--- src/rtl/scu_pkg.sv ---
// Shared definitions for the simple control-unit processor and its instruction feeder.
package scu_pkg;

    localparam int unsigned WORD_W = 16;
    localparam int unsigned OP_W   = 3;
    localparam int unsigned OP_LSB = 6;
    localparam int unsigned OP_MSB = 8;

    localparam logic [OP_W-1:0] OP_MV   = 3'b000;
    localparam logic [OP_W-1:0] OP_MVI  = 3'b001;
    localparam logic [OP_W-1:0] OP_ADD  = 3'b010;
    localparam logic [OP_W-1:0] OP_SUB  = 3'b011;
    localparam logic [OP_W-1:0] OP_HALT = 3'b111;

endpackage

--- src/rtl/instr_feeder_if.sv ---
// Control, program-load and processor-facing signals of the instruction feeder.
interface instr_feeder_if
    import scu_pkg::*;
#(
    parameter int unsigned AW = 5
);
    logic              Start;
    logic              Done;
    logic              prog_we;
    logic [AW-1:0]     prog_addr;
    logic [WORD_W-1:0] prog_wdata;
    logic [WORD_W-1:0] Din;
    logic              Run;
    logic              Busy;
    logic              Halted;
    logic              Error;
    logic [AW-1:0]     pc;

    // Environment side: drives control and program load, observes the feeder.
    modport master (
        output Start, Done, prog_we, prog_addr, prog_wdata,
        input  Din, Run, Busy, Halted, Error, pc
    );

    // Feeder side.
    modport slave (
        input  Start, Done, prog_we, prog_addr, prog_wdata,
        output Din, Run, Busy, Halted, Error, pc
    );
endinterface

--- src/rtl/instr_feeder_rom.sv ---
// Program memory: synchronous write, two asynchronous read ports, contents not reset.
module feeder_rom
    import scu_pkg::*;
#(
    parameter int unsigned DEPTH = 32,
    parameter int unsigned AW    = $clog2(DEPTH)
) (
    input  logic              clk,
    input  logic              we_i,
    input  logic [AW-1:0]     waddr_i,
    input  logic [WORD_W-1:0] wdata_i,
    input  logic [AW-1:0]     raddr_a_i,
    output logic [WORD_W-1:0] rdata_a_c,
    input  logic [AW-1:0]     raddr_b_i,
    output logic [WORD_W-1:0] rdata_b_c
);

    logic [WORD_W-1:0] mem_q [DEPTH];

    // Write port.
    always_ff @(posedge clk) begin
        if (we_i) begin
            mem_q[waddr_i] <= wdata_i;
        end
    end

    assign rdata_a_c = mem_q[raddr_a_i];
    assign rdata_b_c = mem_q[raddr_b_i];

endmodule

--- src/rtl/instr_feeder.sv ---
// Instruction feeder: steps through program memory, issuing words on Din with a Run
// strobe and waiting for Done, with end-of-program and timeout detection.
// Optional build macro INSTR_FEEDER_LOOP_EN: pc wraps and the program repeats.
module instr_feeder
    import scu_pkg::*;
#(
    parameter int unsigned DEPTH   = 32,
    parameter int unsigned AW      = $clog2(DEPTH),
    parameter int unsigned TIMEOUT = 16
) (
    input  logic           clk,
    input  logic           Reset,
    instr_feeder_if.slave  bus
);

`ifdef INSTR_FEEDER_LOOP_EN
    localparam bit LOOP_EN = 1'b1;
`else
    localparam bit LOOP_EN = 1'b0;
`endif

    localparam int unsigned CW = $clog2(TIMEOUT) + 1;

    localparam logic [2:0] S_IDLE  = 3'd0;
    localparam logic [2:0] S_ISSUE = 3'd1;
    localparam logic [2:0] S_IMM   = 3'd2;
    localparam logic [2:0] S_WAIT  = 3'd3;
    localparam logic [2:0] S_HALT  = 3'd4;

    logic [2:0]        state_q, state_d;
    logic [AW-1:0]     pc_q, pc_d;
    logic [CW-1:0]     cnt_q, cnt_d;
    logic [WORD_W-1:0] din_q, din_d;
    logic              run_q, run_d;
    logic              busy_q, busy_d;
    logic              halted_q, halted_d;
    logic              error_q, error_d;
    logic              is_mvi_q, is_mvi_d;

    logic              start_ok;
    logic              adv;
    logic              end_hit;
    logic              enter_issue;
    logic [AW:0]       npc;
    logic [AW-1:0]     raddr_b;
    logic [WORD_W-1:0] rd_a;
    logic [WORD_W-1:0] rd_b;
    logic [OP_W-1:0]   op_a;
    logic              mvi_end;
    logic              prog_we_ok;

    // Program writes are only accepted while the sequencer is not running.
    assign prog_we_ok = bus.prog_we && !busy_q;
    // Port A reads the instruction at the next pc; port B reads the immediate slot.
    assign raddr_b    = pc_q + AW'(1);

    feeder_rom #(
        .DEPTH (DEPTH),
        .AW    (AW)
    ) u_rom (
        .clk       (clk),
        .we_i      (prog_we_ok),
        .waddr_i   (bus.prog_addr),
        .wdata_i   (bus.prog_wdata),
        .raddr_a_i (pc_d),
        .rdata_a_c (rd_a),
        .raddr_b_i (raddr_b),
        .rdata_b_c (rd_b)
    );

    assign op_a    = rd_a[OP_MSB:OP_LSB];
    assign mvi_end = (op_a == OP_MVI) && (pc_d == AW'(DEPTH - 1)) && !LOOP_EN;

    // Next-pc datapath: restart at 0 on Start, advance by instruction length on Done.
    always_comb begin
        start_ok    = bus.Start && ((state_q == S_IDLE) || (state_q == S_HALT));
        adv         = (state_q == S_WAIT) && bus.Done;
        npc         = {1'b0, pc_q} + (AW+1)'(is_mvi_q ? 2'd2 : 2'd1);
        end_hit     = npc[AW] && !LOOP_EN;
        enter_issue = start_ok || (adv && !end_hit);
        pc_d        = pc_q;
        if (start_ok) begin
            pc_d = '0;
        end else if (adv && !end_hit) begin
            pc_d = npc[AW-1:0];
        end
    end

    // Next-state and registered-output logic; issue outputs are looked ahead from mem[pc_d].
    always_comb begin
        state_d  = state_q;
        cnt_d    = cnt_q;
        din_d    = din_q;
        run_d    = 1'b0;
        halted_d = halted_q;
        error_d  = error_q;
        is_mvi_d = is_mvi_q;

        case (state_q)
            S_IDLE: begin
                din_d = '0;
                if (start_ok) begin
                    state_d  = S_ISSUE;
                    halted_d = 1'b0;
                    error_d  = 1'b0;
                end
            end
            S_ISSUE: begin
                if (op_a == OP_HALT) begin
                    state_d  = S_HALT;
                    halted_d = 1'b1;
                    din_d    = '0;
                end else if (mvi_end) begin
                    state_d  = S_HALT;
                    halted_d = 1'b1;
                    error_d  = 1'b1;
                    din_d    = '0;
                end else if (op_a == OP_MVI) begin
                    state_d = S_IMM;
                    din_d   = rd_b;
                end else begin
                    state_d = S_WAIT;
                    cnt_d   = '0;
                end
            end
            S_IMM: begin
                state_d = S_WAIT;
                cnt_d   = '0;
            end
            S_WAIT: begin
                if (bus.Done) begin
                    if (end_hit) begin
                        state_d  = S_HALT;
                        halted_d = 1'b1;
                        din_d    = '0;
                    end else begin
                        state_d = S_ISSUE;
                    end
                end else if (cnt_q == CW'(TIMEOUT - 1)) begin
                    state_d  = S_HALT;
                    halted_d = 1'b1;
                    error_d  = 1'b1;
                    din_d    = '0;
                end else begin
                    cnt_d = cnt_q + CW'(1);
                end
            end
            S_HALT: begin
                din_d = '0;
                if (start_ok) begin
                    state_d  = S_ISSUE;
                    halted_d = 1'b0;
                    error_d  = 1'b0;
                end
            end
            default: begin
                state_d = S_IDLE;
                din_d   = '0;
            end
        endcase

        if (enter_issue) begin
            is_mvi_d = (op_a == OP_MVI);
            if ((op_a == OP_HALT) || mvi_end) begin
                run_d = 1'b0;
                din_d = '0;
            end else begin
                run_d = 1'b1;
                din_d = rd_a;
            end
        end

        busy_d = (state_d == S_ISSUE) || (state_d == S_IMM) || (state_d == S_WAIT);
    end

    // State and output registers.
    always_ff @(posedge clk or posedge Reset) begin
        if (Reset) begin
            state_q  <= S_IDLE;
            pc_q     <= '0;
            cnt_q    <= '0;
            din_q    <= '0;
            run_q    <= 1'b0;
            busy_q   <= 1'b0;
            halted_q <= 1'b0;
            error_q  <= 1'b0;
            is_mvi_q <= 1'b0;
        end else begin
            state_q  <= state_d;
            pc_q     <= pc_d;
            cnt_q    <= cnt_d;
            din_q    <= din_d;
            run_q    <= run_d;
            busy_q   <= busy_d;
            halted_q <= halted_d;
            error_q  <= error_d;
            is_mvi_q <= is_mvi_d;
        end
    end

    assign bus.Din    = din_q;
    assign bus.Run    = run_q;
    assign bus.Busy   = busy_q;
    assign bus.Halted = halted_q;
    assign bus.Error  = error_q;
    assign bus.pc     = pc_q;

endmodule
--- src/flat_wrapper.sv ---
// flat-port wrapper written by rule: the top's interface ports become plain ports
module instr_feeder_flat import scu_pkg::*;
#(
    parameter int unsigned DEPTH   = 32,
    parameter int unsigned AW      = $clog2(DEPTH),
    parameter int unsigned TIMEOUT = 16
)
  (clk, Reset, bus_Start, bus_Done, bus_prog_we, bus_prog_addr, bus_prog_wdata, bus_Din, bus_Run, bus_Busy, bus_Halted, bus_Error, bus_pc);
  instr_feeder_if #(.AW(AW)) bus_i ();
  input  logic clk;
  input  logic Reset;
  input wire logic [$bits(bus_i.Start)-1:0] bus_Start;
  input wire logic [$bits(bus_i.Done)-1:0] bus_Done;
  input wire logic [$bits(bus_i.prog_we)-1:0] bus_prog_we;
  input wire logic [$bits(bus_i.prog_addr)-1:0] bus_prog_addr;
  input wire logic [$bits(bus_i.prog_wdata)-1:0] bus_prog_wdata;
  output wire logic [$bits(bus_i.Din)-1:0] bus_Din;
  output wire logic [$bits(bus_i.Run)-1:0] bus_Run;
  output wire logic [$bits(bus_i.Busy)-1:0] bus_Busy;
  output wire logic [$bits(bus_i.Halted)-1:0] bus_Halted;
  output wire logic [$bits(bus_i.Error)-1:0] bus_Error;
  output wire logic [$bits(bus_i.pc)-1:0] bus_pc;
  assign bus_i.Start = bus_Start;
  assign bus_i.Done = bus_Done;
  assign bus_i.prog_we = bus_prog_we;
  assign bus_i.prog_addr = bus_prog_addr;
  assign bus_i.prog_wdata = bus_prog_wdata;
  assign bus_Din = bus_i.Din;
  assign bus_Run = bus_i.Run;
  assign bus_Busy = bus_i.Busy;
  assign bus_Halted = bus_i.Halted;
  assign bus_Error = bus_i.Error;
  assign bus_pc = bus_i.pc;
  instr_feeder #(.DEPTH(DEPTH), .AW(AW), .TIMEOUT(TIMEOUT)) u_core (.clk(clk), .Reset(Reset), .bus(bus_i));
endmodule
--- config.mk ---
export PLATFORM = sky130hd
export DESIGN_NAME = instr_feeder_flat
export DESIGN_NICKNAME = d
export VERILOG_FILES = /design/src/rtl/scu_pkg.sv /design/src/rtl/instr_feeder_if.sv /design/src/rtl/instr_feeder_rom.sv /design/src/rtl/instr_feeder.sv /design/src/flat_wrapper.sv
export SDC_FILE = /design/constraint.sdc
export NUM_CORES = 1
export LEC_CHECK = 0
export ABC_CLOCK_PERIOD_IN_PS = 3900
export CAP_MARGIN = 20
export CORE_ASPECT_RATIO = 0.9
export CORE_MARGIN = 8
export CORE_UTILIZATION = 25
export DETAILED_ROUTE_END_ITERATION = 16
export DONT_BUFFER_PORTS = 1
export GPL_ROUTABILITY_DRIVEN = 0
export PLACE_DENSITY = 0.52
export SLEW_MARGIN = 25
export SYNTH_ARGS = -nofsm -noshare
export SYNTH_HDL_FRONTEND = slang
export SYNTH_SLANG_ARGS = --single-unit
export TNS_END_PERCENT = 5
--- constraint.sdc ---
create_clock -name clk -period 3.9 [get_ports clk]
set_input_delay 0.975 -clock clk [delete_from_list [all_inputs] [get_ports clk]]
set_output_delay 0.975 -clock clk [all_outputs]
set_load 0.03 [all_outputs]
### Yosys cells after proc, flatten, opt, wreduce, memory -nomap -nowiden

Memories as Yosys holds them, arrays and structs flattened.
Cells that the tools add are included.

* muxes and demuxes: 40
* equal/unequal tests: 26
* $add $sub $neg: 3
* reductions and logical operators: 20

Operator list (number)
* $mux W16: 8
* $pmux W16 S3: 1
* $mux W5: 7
* $mux W3: 6
* $pmux W5 S3: 1
* $mux W1: 13
* $eq A3 B2 Y1 const B: 4
* $ne A2 B2 Y1 const B: 6
* $pmux W3 S4: 1
* $reduce_and A6 Y1: 2
* $add A5 B1 Y5 const B: 2
* $eq A3 B1 Y1 const B: 3
* $add A5 B6 Y6: 1
* $eq A3 B3 Y1 const B: 2
* $ne A2 B1 Y1 const B: 3
* $pmux W1 S3: 2
* $reduce_bool A3 Y1: 2
* $eq A5 B4 Y1 const B: 1
* $eq A5 B5 Y1 const B: 1
* $logic_and A1 B1 Y1: 5
* $logic_or A1 B1 Y1: 5
* $ne A5 B1 Y1 const B: 1
* $reduce_and A5 Y1: 1
* $ne A4 B2 Y1 const B: 1
* 9 further kinds: 10

* logic and storage cells: 99
* RAM bits: 512
* memories: 1
* output and inout bits: 25
* bits in registers: 34
* input port bits: 26

Memory list
* u_core.u_rom.mem_q: depth 32, bits a word 16, rd ports 2, clocked after memory_dff 0, wr ports 1, RTL line instr_feeder_rom.sv:18 `logic [WORD_W-1:0] mem_q [DEPTH];`

### Depth between registers and ports, before layout

Gate-level depths: netlist of run 1.
An unclocked memory read counts as a cell.

* word-level depth: 15
* mapped depth: 18
* depth with buffers taken out: 15

### By module

A second synthesis of run 1 with hierarchy kept.

* cell total of the unflattened synthesis: 1890
* area, all modules: 26739.4 sq um

By module, submodules not included
* feeder_rom: times used 1, area an instance 24791.3 sq um, cells each 1696, sequential area each 15374.7 sq um
* instr_feeder: times used 1, area an instance 1948.1 sq um, cells each 194, sequential area each 850.8 sq um

### Least setup slack after synthesis of run 1

No wires, ideal clock.

* path kind: register to register
* start point: register u_core.pc_q[0] (netlist: u_core.bus.pc[0])
* end point: register u_core.din_q[0] (netlist: u_core.bus.Din[0])
* required time: 3.775 ns
* stages on the path, launching flop included: 15
* path buffers: 2
* setup time: 0.125 ns
* slack: 0.041 ns
* clock period less this slack: 3.859 ns
* arrival: 3.734 ns
* cell sequence: dfrtp_1 > ha_1 > inv_1 > fa_1 > o21a_1 > nor2_2 > buf_2 > mux4_2 > a211oi_1 > a211o_1 > xor2_2 > o211ai_2 > a21oi_2 > buf_6 > mux2_2

* longest elaborated chain between the ends: 12
* elaborated cells on any way between the ends: 24
* those cells by class: add/sub (2); eq/ne (7); mux (8); reduce/logical (6); memory (1)

RTL lines
* start: declaration: RTL line instr_feeder.sv:31 `logic [AW-1:0] pc_q, pc_d;`
* start signal: assignment: RTL line instr_feeder.sv:190 `pc_q <= pc_d;`
* $add A5 B6 Y6: RTL line instr_feeder.sv:78 `npc = {1'b0, pc_q} + (AW+1)'(is_mvi_q ? 2'd2 : 2'd1);`
* $logic_not A1 Y1: RTL line instr_feeder.sv:80, instr_feeder.sv:84
* $logic_and A1 B1 Y1: RTL line instr_feeder.sv:80, instr_feeder.sv:84
* $mux W5: RTL line instr_feeder.sv:84 `end else if (adv && !end_hit) begin`
* $mux W5: RTL line instr_feeder.sv:82 `if (start_ok) begin`
* $mem_v2 Z32 W16
* $eq A3 B1 Y1: RTL line instr_feeder.sv:72, instr_feeder.sv:118
* $logic_and A1 B1 Y1: RTL line instr_feeder.sv:72 `assign mvi_end = (op_a == OP_MVI) && (pc_d == AW'(DEPTH - 1)) && !LOOP_EN;`
* $mux W16: RTL line instr_feeder.sv:113 `end else if (mvi_end) begin`
* $mux W16: RTL line instr_feeder.sv:109 `if (op_a == OP_HALT) begin`
* $pmux W16 S3: RTL line instr_feeder.sv:99 `case (state_q)`
* $mux W16: RTL line instr_feeder.sv:162 `if (enter_issue) begin`
* end signal: assignment: RTL line instr_feeder.sv:192 `din_q <= din_d;`
* end: declaration: RTL line instr_feeder.sv:33 `logic [WORD_W-1:0] din_q, din_d;`

Parallel ways exist; a longest one is shown, timed or not. The select of a mux whose other input is x is not followed.
A chain may end at the register's enable or synchronous reset.

### Worst setup path in the final report of run 1

* start point: register u_core.is_mvi_q
* end point: register u_core.din_q[9] (netlist: u_core.bus.Din[9])

* longest elaborated chain between the ends: 13
* elaborated cells on any way between the ends: 23
* those cells by class: add/sub (1); eq/ne (7); mux (8); reduce/logical (6); memory (1)

RTL lines
* start: declaration: RTL line instr_feeder.sv:38 `logic is_mvi_q, is_mvi_d;`
* start signal: assignment: RTL line instr_feeder.sv:197 `is_mvi_q <= is_mvi_d;`
* $mux W2 *: RTL line instr_feeder.sv:78
* $add A5 B6 Y6 *: RTL line instr_feeder.sv:78
* $logic_not A1 Y1: RTL line instr_feeder.sv:80, instr_feeder.sv:84
* $logic_and A1 B1 Y1: RTL line instr_feeder.sv:80, instr_feeder.sv:84
* $mux W5: RTL line instr_feeder.sv:84
* $mux W5: RTL line instr_feeder.sv:82
* $mem_v2 Z32 W16
* $eq A3 B1 Y1: RTL line instr_feeder.sv:72, instr_feeder.sv:118
* $logic_and A1 B1 Y1: RTL line instr_feeder.sv:72
* $mux W16: RTL line instr_feeder.sv:113
* $mux W16: RTL line instr_feeder.sv:109
* $pmux W16 S3: RTL line instr_feeder.sv:99
* $mux W16: RTL line instr_feeder.sv:162

Mark *: on every way between the ends. The rest lies on a longest branch, timed or not.

==> results of run 1 <==
## cells by family after synthesis
logic type	Yosys count
mux	223
flops	546
compound gates	213
simple gates	777
buf+inv	161
xor+xnor	4
fa+ha+maj	6
## placed cells by master, fill, tap and decap left out, drive strengths merged, types with 34 or more instances in the layout
cell      n
buf     201
mux4    162
nand3   172
a311oi   41
and3     43
clkbuf   70
nand2   456
edfxtp  512
a31oi    41
nor2     67
mux2i    38
dfrtp    34
## power by group through the flow
| stage | clock network [µW] | registers [µW] | logic [µW] |
|---|---|---|---|
| 2_1_floorplan | 0 | 6920 | 7680 |
| 3_3_place_gp | 0 | 6960 | 12000 |
| 3_5_place_dp | 0 | 6960 | 12100 |
| 4_1_cts | 5860 | 6850 | 12500 |
| 5_1_grt | 6070 | 6860 | 13400 |
| 6_report | 5780 | 6840 | 12600 |
## through the flow
| step | util [%] | setup TNS, ns | setup WS (ns) | hold WS, ns |
|---|---|---|---|---|
| floorplan | - | 0 | 0.0411 | 0.444 |
| global placement | 28.0 | -3.07 | -0.214 | 0.466 |
| detailed placement | 28.0 | -3.04 | -0.220 | 0.475 |
| CTS | 30.1 | 0 | 0.00304 | 0.363 |
| global route | 30.1 | -1.29 | -0.0883 | 0.273 |
| finish | 30.1 | 0 | 0.0406 | 0.259 |
## final cells by class
cell class / instances / share of cell area, %
timing repair inverter: 2 / 0.0395
multi-input combinational: 1223 / 30.7
timing repair buffer: 201 / 6.03
clock inverter: 40 / 1.37
clock buffer: 70 / 4.89
sequential: 546 / 51.3
tap: 1380 / 5.45
inverter: 17 / 0.233
## registers in the layout, summed over array words and instances, names as in the netlist
signal              count
u_core.bus.Halted       1
u_core.cnt_q            5
u_core.state_q          3
u_core.u_rom.mem_q    512
u_core.is_mvi_q         1
u_core.bus.pc           5
u_core.bus.Busy         1
u_core.bus.Error        1
u_core.bus.Run          1
u_core.bus.Din         16
## path summary, 6_finish.rpt
path,startpoint,endpoint,slack [ns],cells after the start
worst max-delay path,u_core.is_mvi_q,u_core.bus.Din[9],0.04,18
min in group clk,bus_Start,u_core.state_q[2],0.40,1
max in group asynchronous,Reset,u_core.bus.Din[14],3.05,2
worst min register to register,u_core.cnt_q[3],u_core.cnt_q[3],0.49,1
worst min-delay path,Reset,u_core.bus.pc[4],0.26,1
worst max register to register,u_core.is_mvi_q,u_core.bus.Din[9],0.04,18
## critical path: stages, from the launching register on
cell,delay [ns]
dfrtp_1,0.39
inv_1,0.11
ha_4,0.14
inv_1,0.05
fa_2,0.53
o211ai_1,0.13
o211ai_4,0.20
buf_4,0.26
buf_16,0.27
buf_4,0.29
nand2_1,0.08
and3_1,0.16
a311oi_1,0.25
a31oi_1,0.07
o22ai_1,0.22
a211oi_2,0.15
buf_4,0.17
nor2_1,0.09
mux2_4,0.15
## metal layers
layer	up-vias	wire length, µm	track usage [%]
met5	-	0	0
met3	151	7440	2.71
met1	9480	37400	20.7
li1	7741	-	-
met2	896	40400	23.2
met4	0	3100	5.17
## timing repair
item	CTS	global route
gates resized for setup	26	20
setup buffers	7	6
gates cloned	3	1
endpoints found under the setup margin	20	23
pin swaps	6	14
hold buffers	0	0
==> key figures, run 1 <==
Clocking
  – CTS tree: built
  – H-tree level count: 2
  – Total CTS buffers: 59
  – Reg clk slew, reported paths: 0.07 ns
  – Root Driver: clkbuf_16
  – CTS Sinks: roughly 550
  – CTS Buffer Depth: 3
  – Clk_lat worst skew: 0.65 ns

Yosys
  – Synth area leaders: edfxtp_1, mux4_2, nand2_1
  – Cells after Synth: 1930
  – Post-Syn Nets: between 1500 and 2000
  – Xor/xnor share of the synthesized area: 0.162%
  – Most frequent cell after synthesis: edfxtp_1
  – Register area share after synthesis: 61.6%
  – Post-synthesis compound-gate area fraction: 5.95%
  – Synth Cell Area: 0.0263 mm²
  – Cell taking the most area after synthesis: edfxtp_1
  – Unique cell type count in the Yosys netlist: a little under 80
  – Largest family of logic cells by synthesized area: multiplexers
  – Avg Synthesized Cell Area: 13.6 µm²
  – Async S/R FF share, synth: between 6 and 7%
  – Simple-Gate Fraction of Synth Area: 12.9%
  – Mux cell area share after synthesis: 16.5%
  – Top_reg_cell synth: edfxtp_1
  – Yosys Warn Count: 0
  – Post-synth top area share: 58.4%
  – Yosys reg bits: 546
  – Number of flops mapped to enable cells by yosys: ~510
  – Synth Area in Adders: less than 1%
  – Most instantiated cells after synthesis: edfxtp_1, nand2_1, nand3_1

STA
  – RSZ-0062 raised after global routing: yes
  – Tcrit/Tclk final: a little over nine tenths
  – Setup Skew: 0.0380 ns
  – Tightest Pin Transition: between 0.8 and 0.9 ns
  – Fmax: 259 MHz
  – Setup-violating endpoint count in the final report: 0
  – Max-slew headroom: 43.5%
  – Slew Viols, Final: 0
  – Minimum clock period: 3.86 ns
  – Fin. Hold Viols: 0

Critical path
  – Crit path DAT: 4.45 ns
  – WP data required: 4.49 ns
  – Max FO, Critical Path: 60
  – Startpoint Class: register
  – Worst Setup End Kind: register
  – Crit path kind: reg -> reg

Pwr
  – Worst vdd ir: 0.000518 V
  – Sequential power share: between 20% and 30%
  – Clock power share: 22.9%
  – PwrDens: around 800 mW/mm²
  – Switch share: a little under two fifths
  – Internal Power: 15600 µW
  – NetSw: 9560 µW
  – Gate power share: 49.9%
  – Leak: 0.0108 µW
  – Total power: around 25000 µW

Floorplanning
  – Initial core utilization: between 20% and 30%
  – Die area: 0.116 mm²
  – IO Count: approximately 50
  – # rows: 113
  – Die height: approximately 320 µm
  – DIE WIDTH: 358 µm
  – Placeable Area: approximately 0.11 mm²

Finish
  – Share of layout cells above drive strength 1: 26.5%
  – Area Growth Syn to Fin: 20.3%
  – Non-Filler Instances: about 3500
  – ANT cells: 0
  – Layout Cell Area excl Fill: 0.0317 mm²
  – Fin nets: 2082
  – Fillers: 10417
  – FF+latch area: 0.0162 mm²
  – Multi-input logic area: 0.00973 mm²

Global routing
  – Global-route wire length before repair: 127000 µm
  – Vias in the first global route: 17778
  – GRT Residual Overflow: 0
  – Largest net degree at the start of global routing: 111
  – Antenna violations before repair: 1
  – Total Routing Usage GR: roughly 15%

Place
  – Buffers on Ports: 0
  – Dpl hpwl: 55400 µm
  – Post-DP Area: 0.0294 mm²
  – Inst Count DP: 3354

Route
  – Via-to-Cell Ratio: 5.25
  – First-pass iteration count of the detailed router: 5
  – Drt drc: 0
  – Final wirelength: 88300 µm
  – DRT iter0 DRCs: 1918
  – Wire length per cell: 25.4 µm
  – Antenna Nets Post-Route: 0
  – Vias: ~18000

Min path
  – Worst hold path class: in -> async

Run status
  – Status: complete, no violations

Job
  – # Max-Cap Violations: 0
(Power assumes the default switching activity.)
==> run 2: changes to the inputs <==
ABC_CLOCK_PERIOD_IN_PS = not set   (was 3900)
HOLD_SLACK_MARGIN = 0.02   (was not set)
PLACE_DENSITY = 0.5   (was 0.52)
clock period = 4.6 ns   (was 3.9 ns; I/O delays follow)
==> key figures, run 2 (synthesis results as in run 1) <==
Run status
  – Status: complete, no violations

Clocking
  – Reg clk slew, reported paths: 0.06 ns (about the same)
  – Post-CTS setup buffers: 0 (-7)
  – Total CTS buffers: 57 (-3.4%)
  – Clk_lat worst skew: 0.64 ns (about the same)
  – H-tree level count: 2 (unchanged)
  – Root Driver: clkbuf_16
  – CTS Buffer Depth: 3 (unchanged)
  – CTS Sinks: 546 (unchanged)
  – CTS tree: built

Route
  – Drt drc: 0 (unchanged)
  – Final wirelength: 87700 µm (-0.78%)
  – First-pass iteration count of the detailed router: 5 (unchanged)
  – Vias: 17789 (-2.6%)
  – DRT iter0 DRCs: 2107 (+9.9%)
  – Via-to-Cell Ratio: 5.29 (+0.71%)
  – Antenna Nets Post-Route: 0 (unchanged)
  – Wire length per cell: 26.1 µm (+2.6%)

STA
  – Fmax: 229 MHz (-12%)
  – Setup Skew: 0.0271 ns (-0.0108 ns)
  – Minimum clock period: 4.36 ns (+0.503 ns)
  – Fin. Hold Viols: 0 (unchanged)
  – Tcrit/Tclk final: 94.8% (-4.1 points)
  – Setup-violating endpoint count in the final report: 0 (unchanged)
  – Max-slew headroom: 31.4% (-12 points)
  – Tightest Pin Transition: 1.03 ns (+0.179 ns)
  – RSZ-0062 raised after global routing: no
  – Slew Viols, Final: 0 (unchanged)
  – Hold slack: 0.498 ns (+0.239 ns)

Floorplanning
  – Die height: 324 µm (unchanged)
  – # rows: 113 (unchanged)
  – Initial core utilization: 25.1% (unchanged)
  – IO Count: 51 (unchanged)
  – Die area: 0.116 mm² (unchanged)
  – Placeable Area: 0.105 mm² (unchanged)
  – DIE WIDTH: 358 µm (unchanged)

Global routing
  – Total Routing Usage GR: 14.7% (-0.11 points)
  – Antenna violations before repair: 2 (+1)
  – Global-route wire length before repair: 126000 µm (-0.71%)
  – Largest net degree at the start of global routing: 114 (+2.7%)
  – Vias in the first global route: 17651 (-0.71%)
  – GRT Residual Overflow: 0 (unchanged)

Finish
  – Area Growth Syn to Fin: 15.2%
  – Commonest non-fill, non-tap cell in the layout: edfxtp_1
  – Number of flip-flops under the largest register name: 512 (unchanged)
  – Post-layout util: 28.9% (-1.3 points)
  – Fillers: 10472 (+0.53%)
  – Commonest non-fill, non-tap cells in the layout: edfxtp_1, nand2_1, nand3_1, mux4_2, buf_4
  – Non-Filler Instances: 3364 (-3.3%)
  – Fin nets: 1969 (-5.4%)
  – Biggest register: u_core.u_rom.mem_q
  – Multi-input logic area: 0.00960 mm² (-1.3%)
  – Share of layout cells above drive strength 1: 21.0% (-5.5 points)
  – FF+latch area: 0.0162 mm² (unchanged)

Critical path
  – Max FO, Critical Path: 69 (+15%)
  – Worst Setup End Kind: register
  – WP data required: 5.18 ns (+0.69 ns)
  – R2R setup slack: 0.24 ns (+0.20 ns)
  – Crit path kind: reg -> reg
  – Crit path DAT: 4.94 ns (+0.49 ns)
  – Startpoint Class: register

Place
  – Dpl hpwl: 53900 µm (-2.6%)
  – Inst Count DP: 3258 (-2.9%)
  – Buffers on Ports: 0 (unchanged)

Pwr
  – Leak: 0.0101 µW (-6.8%)
  – Worst vdd ir: 0.000667 V (+29%)
  – PwrDens: 649 mW/mm² (-18%)

Job
  – # Max-Cap Violations: 0 (unchanged)

Min path
  – Worst hold path class: reg -> reg
[run 2: cell count changes in the layout (fill, tap and decap cells not counted), sizes merged]
cell      delta
diode        +1
bufinv       -4
clkinvlp     +3
clkbuf      +12
buf        -109
clkinv      -18
[run 2: what timing repair did]
item                                    4_1_cts  5_1_grt
endpoints found under the setup margin        0        4
gates resized for setup                       0        4
hold buffers                                  0        0
[run 2: worst paths after layout]
path | cells past startpoint | end | startpoint
worst min register to register | 1 | u_core.cnt_q[3] | u_core.cnt_q[3]
worst max register to register | 16 | u_core.bus.Din[5] | u_core.bus.pc[0]
worst max-delay path | 16 | u_core.bus.Din[5] | u_core.bus.pc[0]
worst min-delay path | 1 | u_core.cnt_q[3] | u_core.cnt_q[3]
min in group asynchronous | 1 | u_core.bus.Din[7] | Reset
max in group asynchronous | 2 | u_core.bus.Din[5] | Reset
[run 2: area by class of cell]
class | count | area share (%)
Timing Repair Buffer | 92 | 2.98
Inverter | 17 | 0.235
Clock buffer | 82 | 5.04
Sequential cell | 546 | 53.5
Tap cell | 1380 | 5.69
Multi-Input combinational cell | 1223 | 31.7
Antenna cell | 1 | 0.00825
Clock inverter | 23 | 0.891
[run 2: layer usage]
metal | part of all wire [%] | track usage, % | wire length (µm) | up-vias
li1 | - | - | - | 7504
met1 | 44 | 20.6 | 38400 | 9285
met2 | 45 | 22.9 | 39600 | 848
met3 | 8.1 | 3.01 | 7110 | 152
met4 | 2.9 | 4.88 | 2580 | 0
met5 | 0 | 0 | 0 | -
[run 2: where the power goes]
group	internal [µW]	leakage, µW	switching [µW]
combinational	3880	0.00417	5440
sequential	5560	0.00504	259
clock	2550	0.000850	2000
total	12000	0.0101	7700
[run 2: worst max-delay path, cell delays in order (launching register included)]
cell and delay (ns):
dfrtp_4 0.50, ha_1 0.23, inv_1 0.07, fa_1 0.42, o211ai_1 0.17, o211ai_4 0.26
inv_6 0.25, buf_12 0.25, buf_12 0.34, nand2_1 0.08, and3_1 0.18, a311oi_1 0.32
a31oi_1 0.08, o22ai_1 0.50, a211oi_2 0.26, nor2_1 0.14, mux2_4 0.15
[run 2: stage by stage]
stage	instance area [µm²]	power, µW	worst slack, ns	setup TNS [ns]
2_1_floorplan	26300	12400	0.585	0
3_3_place_gp	28500	15200	-0.177	-0.649
3_5_place_dp	28500	15200	-0.264	-0.993
4_1_cts	30300	19800	0.0790	0
5_1_grt	30300	20700	0.0598	0
6_report	30300	19700	0.237	0
==> run 3: changes to the inputs <==
SYNTH_HIERARCHICAL = 1   (was not set)
==> key figures, run 3 <==
Run status
  – Status: complete, no violations

Route
  – Vias: 17435 (-2.0%)
  – Via-to-Cell Ratio: 5.09 (-3.8%)
  – Wire length per cell: 25.8 µm (-0.98%)
  – First-pass iteration count of the detailed router: 6 (+1)
  – Antenna Nets Post-Route: 0 (unchanged)
  – DRT iter0 DRCs: 1721 (-18%)
  – Final wirelength: 88400 µm (+0.84%)
  – Drt drc: 0 (unchanged)

Clocking
  – Hold-fix buffers, CTS: 0 (unchanged)
  – # resized after CTS: 0 (unchanged)
  – CTS Sinks: 546 (unchanged)
  – H-tree level count: 2 (unchanged)
  – Root Driver: clkbuf_16
  – CTS tree: built
  – Post-CTS setup buffers: 0 (unchanged)
  – Clk_lat worst skew: 0.62 ns (-0.02 ns)
  – Total CTS buffers: 54 (-5.3%)
  – CTS Buffer Depth: 3 (unchanged)
  – Reg clk slew, reported paths: 0.06 ns (about the same)

Yosys
  – Xor/xnor share of the synthesized area: 0.197% (+0.035 points)
  – Yosys reg bits: 546 (unchanged)
  – Cell taking the most area after synthesis: edfxtp_1
  – Cells after Synth: 1890 (-2.1%)
  – Register area share after synthesis: 60.7% (-0.94 points)
  – Simple-Gate Fraction of Synth Area: 5.92% (-7.0 points)
  – Post-synth top area share: 57.5% (-0.89 points)
  – Avg Synthesized Cell Area: 14.1 µm² (+3.7%)
  – Synth Cell Area: 0.0267 mm² (+1.6%)
  – Top_reg_cell synth: edfxtp_1
  – Most instantiated cells after synthesis: mux2i_1, edfxtp_1, a22oi_1
  – Mux cell area share after synthesis: 19.4% (+2.9 points)
  – Async S/R FF share, synth: 6.23% (unchanged)
  – Post-synthesis compound-gate area fraction: 9.29% (+3.3 points)
  – Synth area leaders: edfxtp_1, mux2i_1, a22oi_1
  – Synth Area in Adders: 0.309% (-0.0048 points)
  – Largest family of logic cells by synthesized area: multiplexers
  – Number of flops mapped to enable cells by yosys: 512 (unchanged)
  – Yosys Warn Count: 6 (+6)
  – Most frequent cell after synthesis: mux2i_1
  – Unique cell type count in the Yosys netlist: 53 (-31%)
  – Post-Syn Nets: 1922 (-2.0%)

Critical path
  – Worst R2R End: u_core/bus.Din[15]
  – Startpoint Class: register
  – WP data required: 5.11 ns (-0.07 ns)
  – Crit path DAT: 4.85 ns (-0.09 ns)
  – Crit path kind: reg -> reg
  – Max FO, Critical Path: 71 (+2.9%)
  – Worst Setup End Kind: register
  – R2R setup slack: 0.26 ns (+0.02 ns)
  – R2R cell count: 16 (unchanged)
  – Reg2reg start: u_core/is_mvi_q

STA
  – Setup-violating endpoint count in the final report: 0 (unchanged)
  – Tcrit/Tclk final: 94.4% (-0.43 points)
  – RSZ-0062 raised after global routing: no
  – Minimum clock period: 4.34 ns (-0.0198 ns)
  – Max-slew headroom: 35.1% (+3.6 points)
  – Fin. Hold Viols: 0 (unchanged)
  – Slew Viols, Final: 0 (unchanged)
  – Fmax: 230 MHz (+0.46%)
  – Setup Skew: 0.0111 ns (-0.0160 ns)
  – Tightest Pin Transition: 0.974 ns (-0.0517 ns)

Finish
  – Multi-input logic area: 0.00953 mm² (-0.74%)
  – Non-Filler Instances: 3426 (+1.8%)
  – Commonest non-fill, non-tap cell in the layout: mux2i_1
  – Fillers: 10707 (+2.2%)
  – FF+latch area: 0.0162 mm² (about the same)
  – Number of flip-flops under the largest register name: 512 (unchanged)
  – Fin nets: 2022 (+2.7%)
  – Post-layout util: 28.9% (+0.054 points)
  – Share of layout cells above drive strength 1: 15.9% (-5.1 points)
  – Area Growth Syn to Fin: 15.4%
  – Commonest non-fill, non-tap cells in the layout: mux2i_1, edfxtp_1, buf_4, a22oi_1, nand2_1
  – Biggest register: u_core/u_rom/mem_q

Pwr
  – PwrDens: 626 mW/mm² (-3.5%)
  – Worst vdd ir: 0.000392 V (-41%)
  – Leak: 0.0101 µW (+0.75%)

Floorplanning
  – Placeable Area: 0.107 mm² (+1.6%)
  – Initial core utilization: 25.1% (about the same)
  – IO Count: 51 (unchanged)
  – # rows: 114 (+0.88%)
  – DIE WIDTH: 361 µm (+0.74%)
  – Die height: 326 µm (+0.74%)
  – Die area: 0.118 mm² (+1.5%)

Global routing
  – Largest net degree at the start of global routing: 72 (-37%)
  – Antenna violations before repair: 4 (+2)
  – Global-route wire length before repair: 125000 µm (-1.4%)
  – Total Routing Usage GR: 14.3% (-0.41 points)
  – GRT Residual Overflow: 0 (unchanged)
  – Vias in the first global route: 17493 (-0.90%)

Min path
  – Worst hold path class: in -> async

Job
  – # Max-Cap Violations: 0 (unchanged)

Place
  – Buffers on Ports: 0 (unchanged)
  – Inst Count DP: 3326 (+2.1%)
  – Dpl hpwl: 58200 µm (+7.9%)
run 3: changes by cell type in the layout (fill, tap and decap cells not counted), moves of 28 or more:
cell	change
a21oi_1	+48
a22o_1	+62
a22oi_1	+141
a311oi_1	-41
and3_1	-38
buf_4	+93
mux2i_1	+478
mux4_2	-162
nand2_1	-363
nand3_1	-95
nand4_1	+29
nor3_1	+28
o22ai_1	-31
run 3: worst max path at each step:
| stage | startpoint | to | cells after the start |
|---|---|---|---|
| global route | u_core/is_mvi_q | u_core/bus.Din[15] | 17 |
| floorplan | bus_Done | u_core/bus.Din[0] | 18 |
| CTS | u_core/is_mvi_q | u_core/bus.Din[15] | 17 |
| detailed placement | bus_Done | u_core/bus.Din[15] | 15 |
| finish | u_core/is_mvi_q | u_core/bus.Din[15] | 16 |
| global placement | bus_Done | u_core/bus.Din[1] | 15 |
run 3: logic make-up (layout without fill, tap and decap cells):
family / Yosys count / in the layout
flops: 546 / 546
simple gates: 319 / 319
fa+ha+maj: 6 / 6
other cells: 0 / 3
xor+xnor: 6 / 6
buf+inv: 149 / 290
compound gates: 347 / 347
mux: 517 / 517
run 3: metal layers:
layer	vias to the layer above	share of wire (%)	routed length [µm]	global-route usage, %
li1	7690	-	-	-
met1	8972	45	39800	20.0
met2	644	44	38600	21.8
met3	127	9.1	8050	4.20
met4	2	2.1	1890	3.48
met5	-	0.012	11	0
run 3: cell type report:
cell class	instances	share of cell area, %
antenna	3	0.0243
timing repair buffer	187	5.32
multi-input combinational	1195	30.9
sequential	546	52.6
tap	1392	5.64
clock buffer	78	4.97
inverter	6	0.0730
clock inverter	19	0.535
run 3: critical path, stage by stage (launching register included):
cell and delay, ns:
dfrtp_1 0.41, ha_1 0.30, a21oi_2 0.37, o21ai_4 0.13, mux2i_1 0.16, nor2_4 0.14
buf_4 0.29, buf_12 0.43, buf_4 0.46, mux2i_1 0.28, a22o_1 0.15, nor3_1 0.07
a31oi_1 0.19, buf_4 0.17, nand3_1 0.16, a22oi_1 0.29, o21ai_2 0.08
run 3: report_power, final:
part	total [µW]	leakage, µW	internal, µW	switching (µW)
sequential	5820	0.00505	5570	250
clock	4380	0.000828	2460	1920
combinational	9120	0.00426	3720	5410
total	19300	0.0101	11800	7580
run 3: metrics by stage:
stage,hold WS [ns],total power [µW],setup WS (ns),setup TNS (ns),area (µm²)
after global routing,0.511,20100,0.0835,0,30900
after global placement,0.461,14900,0.0184,0,29200
after floorplan,0.449,12000,0.423,0,26700
after CTS,0.485,19300,0.339,0,30900
after detailed placement,0.472,14900,-0.0816,-0.222,29200
final,0.480,19300,0.257,0,30900
